`src/rtl/cache_ctrl.sv`:
```
// Direct-mapped, one-word-line, write-back / write-allocate cache controller.
// Optional hit/miss statistics are built only when CACHE_STATS_EN is defined.
module cache_ctrl #(
    parameter int INDEX_BITS = 8
) (
    input  logic                  clk,
    input  logic                  rst,
    input  logic                  req_valid,
    output logic                  req_ready,
    input  logic [23:0]           addr,
    input  logic                  mode,
    input  logic [31:0]           inData,
    output logic [31:0]           outData,
    output logic                  resp_valid,
    output logic                  hit,
    output logic [INDEX_BITS-1:0] cache_index,
    output logic                  cache_we,
    output logic [31:0]           cache_wdata,
    input  logic [31:0]           cache_rdata,
    output logic                  mem_req,
    output logic                  mem_we,
    output logic [23:0]           mem_addr,
    output logic [31:0]           mem_wdata,
    input  logic [31:0]           mem_rdata,
    input  logic                  mem_ack,
    output logic [15:0]           hit_count,
    output logic [15:0]           miss_count
);
    localparam int LINES = 1 << INDEX_BITS;
    localparam int TAG_W = 24 - INDEX_BITS;

    typedef enum logic [2:0] {IDLE, LOOKUP, WRITEBACK, FILL, RESPOND} state_t;

    state_t            state_q, state_d;
    logic [23:0]       addr_q, addr_d;
    logic              mode_q, mode_d;
    logic [31:0]       wdata_q, wdata_d;
    logic [31:0]       wb_data_q, wb_data_d;
    logic [31:0]       out_q, out_d;
    logic              hit_q, hit_d;
    logic [LINES-1:0]  valid_q, dirty_q;
    logic [TAG_W-1:0]  tag_q [LINES];

    logic [INDEX_BITS-1:0] idx;
    logic [TAG_W-1:0]      tag;
    logic                  line_hit;
    logic                  fill_line, fill_dirty, set_dirty;

    assign idx      = addr_q[INDEX_BITS-1:0];
    assign tag      = addr_q[23:INDEX_BITS];
    assign line_hit = valid_q[idx] && (tag_q[idx] == tag);

    assign outData = out_q;
    assign hit     = hit_q;

    always_comb begin
        state_d     = state_q;
        addr_d      = addr_q;
        mode_d      = mode_q;
        wdata_d     = wdata_q;
        wb_data_d   = wb_data_q;
        out_d       = out_q;
        hit_d       = hit_q;
        req_ready   = 1'b0;
        resp_valid  = 1'b0;
        cache_index = idx;
        cache_we    = 1'b0;
        cache_wdata = wdata_q;
        mem_req     = 1'b0;
        mem_we      = 1'b0;
        mem_addr    = addr_q;
        mem_wdata   = wb_data_q;
        fill_line   = 1'b0;
        fill_dirty  = 1'b0;
        set_dirty   = 1'b0;
        case (state_q)
            IDLE: begin
                req_ready   = 1'b1;
                // Present the incoming index so array data is ready in LOOKUP.
                cache_index = addr[INDEX_BITS-1:0];
                if (req_valid) begin
                    addr_d  = addr;
                    mode_d  = mode;
                    wdata_d = inData;
                    state_d = LOOKUP;
                end
            end
            LOOKUP: begin
                if (line_hit) begin
                    hit_d   = 1'b1;
                    state_d = RESPOND;
                    if (mode_q) begin
                        cache_we  = 1'b1;
                        set_dirty = 1'b1;
                    end else begin
                        out_d = cache_rdata;
                    end
                end else begin
                    hit_d     = 1'b0;
                    wb_data_d = cache_rdata;
                    state_d   = (valid_q[idx] && dirty_q[idx]) ? WRITEBACK : FILL;
                end
            end
            WRITEBACK: begin
                mem_req  = 1'b1;
                mem_we   = 1'b1;
                mem_addr = {tag_q[idx], idx};
                if (mem_ack) state_d = FILL;
            end
            FILL: begin
                if (mode_q) begin
                    // Write-allocate: the whole line is overwritten, no RAM read.
                    cache_we   = 1'b1;
                    fill_line  = 1'b1;
                    fill_dirty = 1'b1;
                    state_d    = RESPOND;
                end else begin
                    mem_req = 1'b1;
                    if (mem_ack) begin
                        cache_we    = 1'b1;
                        cache_wdata = mem_rdata;
                        fill_line   = 1'b1;
                        out_d       = mem_rdata;
                        state_d     = RESPOND;
                    end
                end
            end
            RESPOND: begin
                resp_valid = 1'b1;
                state_d    = IDLE;
            end
            default: state_d = IDLE;
        endcase
    end

    always_ff @(posedge clk or posedge rst) begin
        if (rst) begin
            state_q   <= IDLE;
            addr_q    <= '0;
            mode_q    <= 1'b0;
            wdata_q   <= '0;
            wb_data_q <= '0;
            out_q     <= '0;
            hit_q     <= 1'b0;
            valid_q   <= '0;
            dirty_q   <= '0;
        end else begin
            state_q   <= state_d;
            addr_q    <= addr_d;
            mode_q    <= mode_d;
            wdata_q   <= wdata_d;
            wb_data_q <= wb_data_d;
            out_q     <= out_d;
            hit_q     <= hit_d;
            if (fill_line) begin
                valid_q[idx] <= 1'b1;
                dirty_q[idx] <= fill_dirty;
            end
            if (set_dirty) dirty_q[idx] <= 1'b1;
        end
    end

    // Tags need no reset: a line is only trusted through its valid bit.
    always_ff @(posedge clk) begin
        if (fill_line) tag_q[idx] <= tag;
    end

`ifdef CACHE_STATS_EN
    logic [15:0] hit_cnt_q, miss_cnt_q;

    always_ff @(posedge clk or posedge rst) begin
        if (rst) begin
            hit_cnt_q  <= '0;
            miss_cnt_q <= '0;
        end else if (resp_valid) begin
            if (hit_q) begin
                if (hit_cnt_q != 16'hFFFF) hit_cnt_q <= hit_cnt_q + 16'd1;
            end else begin
                if (miss_cnt_q != 16'hFFFF) miss_cnt_q <= miss_cnt_q + 16'd1;
            end
        end
    end

    assign hit_count  = hit_cnt_q;
    assign miss_count = miss_cnt_q;
`else
    assign hit_count  = '0;
    assign miss_count = '0;
`endif

endmodule

```
`config.mk`:
```
export PLATFORM = sky130hd
export DESIGN_NAME = cache_ctrl
export DESIGN_NICKNAME = d
export VERILOG_FILES = /design/src/rtl/cache_ctrl.sv
export SDC_FILE = /design/constraint.sdc
export NUM_CORES = 2
export LEC_CHECK = 0
export CORE_ASPECT_RATIO = 2
export CORE_MARGIN = 5
export CORE_UTILIZATION = 50
export CTS_CLUSTER_SIZE = 30
export DETAILED_ROUTE_END_ITERATION = 7
export PLACE_DENSITY = 0.71
export SYNTH_ARGS = -nofsm -noshare
export SYNTH_HDL_FRONTEND = slang
export SYNTH_SLANG_ARGS = --single-unit
```
`constraint.sdc`:
```
create_clock -name clk -period 24 [get_ports clk]
set_clock_uncertainty 0.1 [all_clocks]
set_input_delay 3.6 -clock clk [delete_from_list [all_inputs] [get_ports clk]]
set_output_delay 3.6 -clock clk [all_outputs]
set_load 0.01 [all_outputs]
```
# --- After elaboration in Yosys (flattened, before gate mapping) ---
# Memory sizes are Yosys's and may differ from the RTL's.
# Index checks and enable logic that the tools add are counted.
totals:
  n_memories: 1
  ram_bits: 4096
  in_bits: 125
  output_inout_bits: 166
  ff_bits: 637
  word_cells: 78
op_classes:
  eq_ne: 12
  magnitude_cmp: 2
  bitwise_logic: 3
  n_reduce_logical: 9
  muxes: 42
mem_list:
  columns: ["name", "words", "width", "read_ports", "rd_ports_with_merged_regs", "wr", "line_no", "source"]
  rows:
  - ["tag_q", 256, 16, 1, 0, 1, "42", "logic [TAG_W-1:0] tag_q [LINES];"]
ops:
  columns: ["operator", "n"]
  rows:
  - ["two-way mux 256 bit", 2]
  - ["OR 256 bit", 2]
  - ["bitwise mux 256 bit", 1]
  - ["two-way mux 32 bit", 7]
  - ["case mux 32 bit (2 select lines)", 1]
  - ["two-way mux 24 bit", 1]
  - ["two-way mux 1 bit", 18]
  - ["binary-select mux 1 bit (select 8 bit)", 2]
  - ["equality test 16 bit", 1]
  - ["two-way mux 3 bit", 5]
  - ["!= test 2 bit (second input constant)", 6]
  - ["case mux 3 bit (4 select lines)", 1]
  - ["< comparator 8 x 9 -> 1 bit (second input constant)", 1]
  - ["demux 1 bit (select 8 bit)", 1]
  - ["greater-or-equal comparator 8 x 1 -> 1 bit (second input constant)", 1]
  - ["two-way mux 8 bit", 1]
  - ["equality test 3 x 2 -> 1 bit (second input constant)", 2]
  - ["AND reduction 5 bit", 1]
  - ["case mux 1 bit (2 select lines)", 2]
  - ["AND reduction 2 bit", 2]
  - ["equality test 3 x 1 -> 1 bit (second input constant)", 1]
  - ["equality test 3 bit (second input constant)", 1]
  - ["logical AND 1 bit", 3]
  - ["zero test 3 bit", 1]
  - ["4 further kinds", 4]

# --- Logic depth before layout (Yosys ltp) ---
depth:
  word_depth: 8
  ltp_mapped: 20

# --- Least setup slack after synthesis ---
# Ideal clock, no wire load.
synth_timing:
  path_kind: "flip-flop to output port"
  startpoint: "register addr_q[19]"
  endpoint: "output port cache_we"
  t_required_ns: 20.300
  n_path_buf: 2
  stages_incl_launch_ff: 9
  setup_slack_ns: 15.194
  t_arrival_ns: 5.106
  cell_sequence: "dfrtp_1 > inv_1 > a221oi_1 > and4_1 > and4_1 > buf_2 > buf_2 > nand3_1 > o22ai_1"
synth_via:
  elab_chain_cells: 4
synth_lines:
  columns: ["element", "line_no", "source"]
  rows:
  - ["from (decl)", "35", "logic [23:0] addr_q, addr_d;"]
  - ["from (signal assigned)", "149", "addr_q <= addr_d;"]
  - ["equality test 16 bit", "51", "assign line_hit = valid_q[idx] && (tag_q[idx] == tag);"]
  - ["logical AND 1 bit", "51", null]
  - ["two-way mux 1 bit", "89", "if (line_hit) begin"]
  - ["case mux 1 bit (2 select lines)", "76", "case (state_q)"]
  - ["to (decl)", "17", "output logic cache_we,"]
# Every way passes these cells.

# --- Worst setup path after layout ---
layout_timing:
  startpoint: "register addr_q[1]"
  endpoint: "output port cache_we"
layout_via:
  elab_chain_cells: 5
  word_cells_on_any_way: 7
  classes_between: "1 x eq/ne; 4 x mux; 1 x reduce/logical; 1 x memory"
layout_lines:
  columns: ["element", "line_no"]
  rows:
  - ["memory (256 x 16 bit) or binary-select mux 1 bit (select 8 bit) (tied branches)", null]
  - ["equality test 16 bit or two-way mux 1 bit (tied branches)", "51"]
  - ["logical AND 1 bit (*)", "51"]
  - ["two-way mux 1 bit (*)", "89"]
  - ["case mux 1 bit (2 select lines) (*)", "76"]
# Mark *: on every way between the ends. The rest lies on a longest branch, timed or not. The select of a mux whose other input is x is not followed.

==> impl_metrics.ini <==
[synthesis]
syn_area_per_cell_sq_um = 18.3
syn_area_sq_um = 188000
netlist_top_cells_area = edfxtp_1 (65%), mux4_2 (9.8%), dfrtp_1 (8.5%)
yosysWarningCount = 0
synth_cell_types = 84
synth_top_area_cell = edfxtp_1
ys_ff_latch = 4733
ys_top_cells_by_count = edfxtp_1 (4096), mux4_2 (822), mux2i_1 (786), dfrtp_1 (637), nand2_1 (471)
synth_ff_type = edfxtp_1
synth_cells = 10300
synthMostInstantiatedCell = edfxtp_1
seq_area_frac_synth_pct = 73.9
async_reset_ff_share_pct = 13.5
synth.top_cell.area_share_pct = 65.4
synth_edf_count = 4096

[detailed_routing]
drc = 0
antenna_left = 0
first_pass_iters = 7
wl_per_cell_um = 41.3
routed_via_density = 6.86
drt_iter0_drc = 16500
routed_wl_um = 662000
num_vias = 110000

[power_and_ir_drop]
seqPwrFrac_pct = 39.9
power.internal_uw = 16700
leakage_uw = 0.0689
switchingPower_uw = 10200
power_uw = 26800
powerDensity_nw_per_um2 = 127
switching_share_pct = 37.9
pwr-share-comb_pct = 36.1
clkPwrFrac_pct = 24.0
ir_worst_vdd_v = 0.000118

[cts]
clk_latency_ns = 1.04
cts.hold.buffers_added = 0
cts.htree.levels = 5
cts_tree = built
cts.sinks = 4733
cts-root-buf = clkbuf_16
postCtsSetupBuffers = 0
cts_buffers = 379
clkTransAtPathRegs_ns = 0.07
cts_buffer_depth = 4
cts_resized = 0

[placement]
port_buffers = 258
place_area_sq_um = 198000
gp_congestion = 0.980
hpwl_um = 428000

[worst_setup_path]
end_kind = output pin
critPathKind = reg -> out
crit_top_cell = buf_4
slowest_stage = buf_4
critPathLaunchType = flip-flop
crit_family = buffers and inverters
crit_chain = buf_12 -> buf_12 -> buf_4 -> buf_4 -> buf_4 -> mux4_2 -> mux2i_1 -> a211oi_1 -> nor2_1 -> a311oi_1 -> nor4_1 -> a21oi_1 -> xor2_1 -> nor4_4 -> buf_4 -> nand3_1 -> o22ai_1 -> clkdlybuf4s50_1
critPathArrivalTime_ns = 10.28
critPathBufInv = 7
worst-endpoint-required_ns = 20.30
cpPeakStageDelay_ns = 0.87
crit_path_max_fanout = 116

[timing]
fin_setup_tns_ns = 0
final-hold-violation-count = 0
slew_headroom_pct = -12.7
tightest_slew_ns = 1.69
rsz0062_at_grt = no
period_share_pct = 58.3
setup_viol = 0
fmaxAchievable_ghz = 0.0715
layout_min_cycle_time_ns = 13.98
final_max_slew_viol_count = 5

[cells_and_area]
regArea_sq_um = 139000
post-route-cell-area_sq_um = 211000
finalNetCount = 10800
syn_to_final_growth_pct = 12.2
final_util_pct = 56.3
multi_input_area_sq_um = 46300
n_fill_cell = 27800
drive_gt1_share_pct = 23.8

[status]
violations = capacitance limit, slew limit
status = finished with violations

[floorplanning]
rows = 318
start_util_pct = 50.2
die_area_sq_um = 389000
core_sq_um = 375000
ios = 291
die_w_um = 444
die_h_um = 877

[hold_path]
holdCritPathClass = reg -> reg

[grt]
overflow = 0
grt_pass1_wl_um = 899000
grt_pass1_vias = 109000
antenna_found_initial = 59
track_usage_pct = 33.4
grt_max_degree = 198

[run]
maxCapViolations = 7
## placed cells by master, fill, tap and decap left out, types with 21 or more instances in the layout
master           instances
clkbuf_8                28
bufinv_16               36
a41oi_1                 36
clkinv_2                76
clkinv_1                56
nand3_1                151
nand4_1                 41
diode_2                 47
o22ai_1                 60
nor2_4                  21
mux4_2                 822
clkdlybuf4s50_1        258
buf_4                  512
dfrtp_4                 22
nor2_1                 160
dfrtp_1                612
o21ai_0                345
nor4_1                  43
nor4b_1                 34
a22o_1                  50
o21ai_1                233
nor2_2                 160
conb_1                  32
mux2i_1                783
nor3_1                  72
a21oi_1                 72
a22oi_1                417
and4_1                  33
mux2_2                 107
a31oi_1                 26
edfxtp_1              4096
mux2_1                  28
or2_2                  291
a221oi_1                50
and3_1                  32
clkbuf_16              386
clkbuf_1                68
nand2_1                452
## cell type report
type / instances / share of cell area (%)
Sequential cell: 4733 / 65.9
Timing Repair Buffer: 786 / 3.19
Antenna cell: 47 / 0.0558
Clock buffer: 482 / 4.88
Tap cell: 4960 / 2.94
Inverter: 13 / 0.0297
Multi-Input combinational cell: 4807 / 21.9
Clock inverter: 217 / 1.06
## sequential cells by signal (all words and copies together) (netlist names), 3 cells and up
signal,flops
addr_q,24
dirty_q,256
mem_wdata,32
outData,32
state_q,3
tag_q,4096
valid_q,256
wdata_q,32
## final timing paths
kind | from | cells past startpoint | slack, ns | end
min in group asynchronous | rst | 2 | 2.88 | valid_q[65]
min | valid_q[119] | 1 | 0.36 | valid_q[119]
max in group asynchronous | rst | 6 | 16.60 | addr_q[17]
max | addr_q[1] | 18 | 10.02 | cache_we
min reg2reg | valid_q[119] | 1 | 0.36 | valid_q[119]
max reg2reg | addr_q[1] | 18 | 13.28 | dirty_q[17]
## stage by stage
stage	std cells	setup slack, ns	hold slack [ns]
final	16000	10.02	0.363
after global routing	16000	10.00	0.375
after CTS	16000	10.37	0.365
after detailed placement	15300	11.41	0.349
after global placement	15300	11.36	0.344
after floorplan	10300	2.46	0.333
## cell families (layout without fill, tap and decap cells)
| family | Yosys count | count (layout) | synth area share (%) |
|---|---|---|---|
| other | 1 | 79 | 0.00199 |
| buffers and inverters | 760 | 1498 | 2.09 |
| AOI/OAI and AO/OA | 1405 | 1405 | 4.84 |
| DFF | 4733 | 4733 | 73.9 |
| muxes | 1743 | 1743 | 14.8 |
| and+or+nand+nor | 1616 | 1616 | 4.30 |
| xor gates and xnor gates | 11 | 11 | 0.0512 |
## metal layers
layer	GRT usage, %	part of all wire (%)	vias up
li1	-	-	42000
met1	36.3	30	56900
met2	53.6	47	8635
met3	7.35	10	2469
met4	32.7	13	28
met5	0	0.027	-
## power groups by stage
stage          combinational (uW)  clock (uW)  sequential [uW]
6_report                     9680        6440            10700
3_5_place_dp                 9380           0            10900
4_1_cts                      9410        6470            10700
3_3_place_gp                 9220           0            10800
5_1_grt                      9740        6800            10700
2_1_floorplan                4570           0            11400
Power figures use the tool's default switching activity.
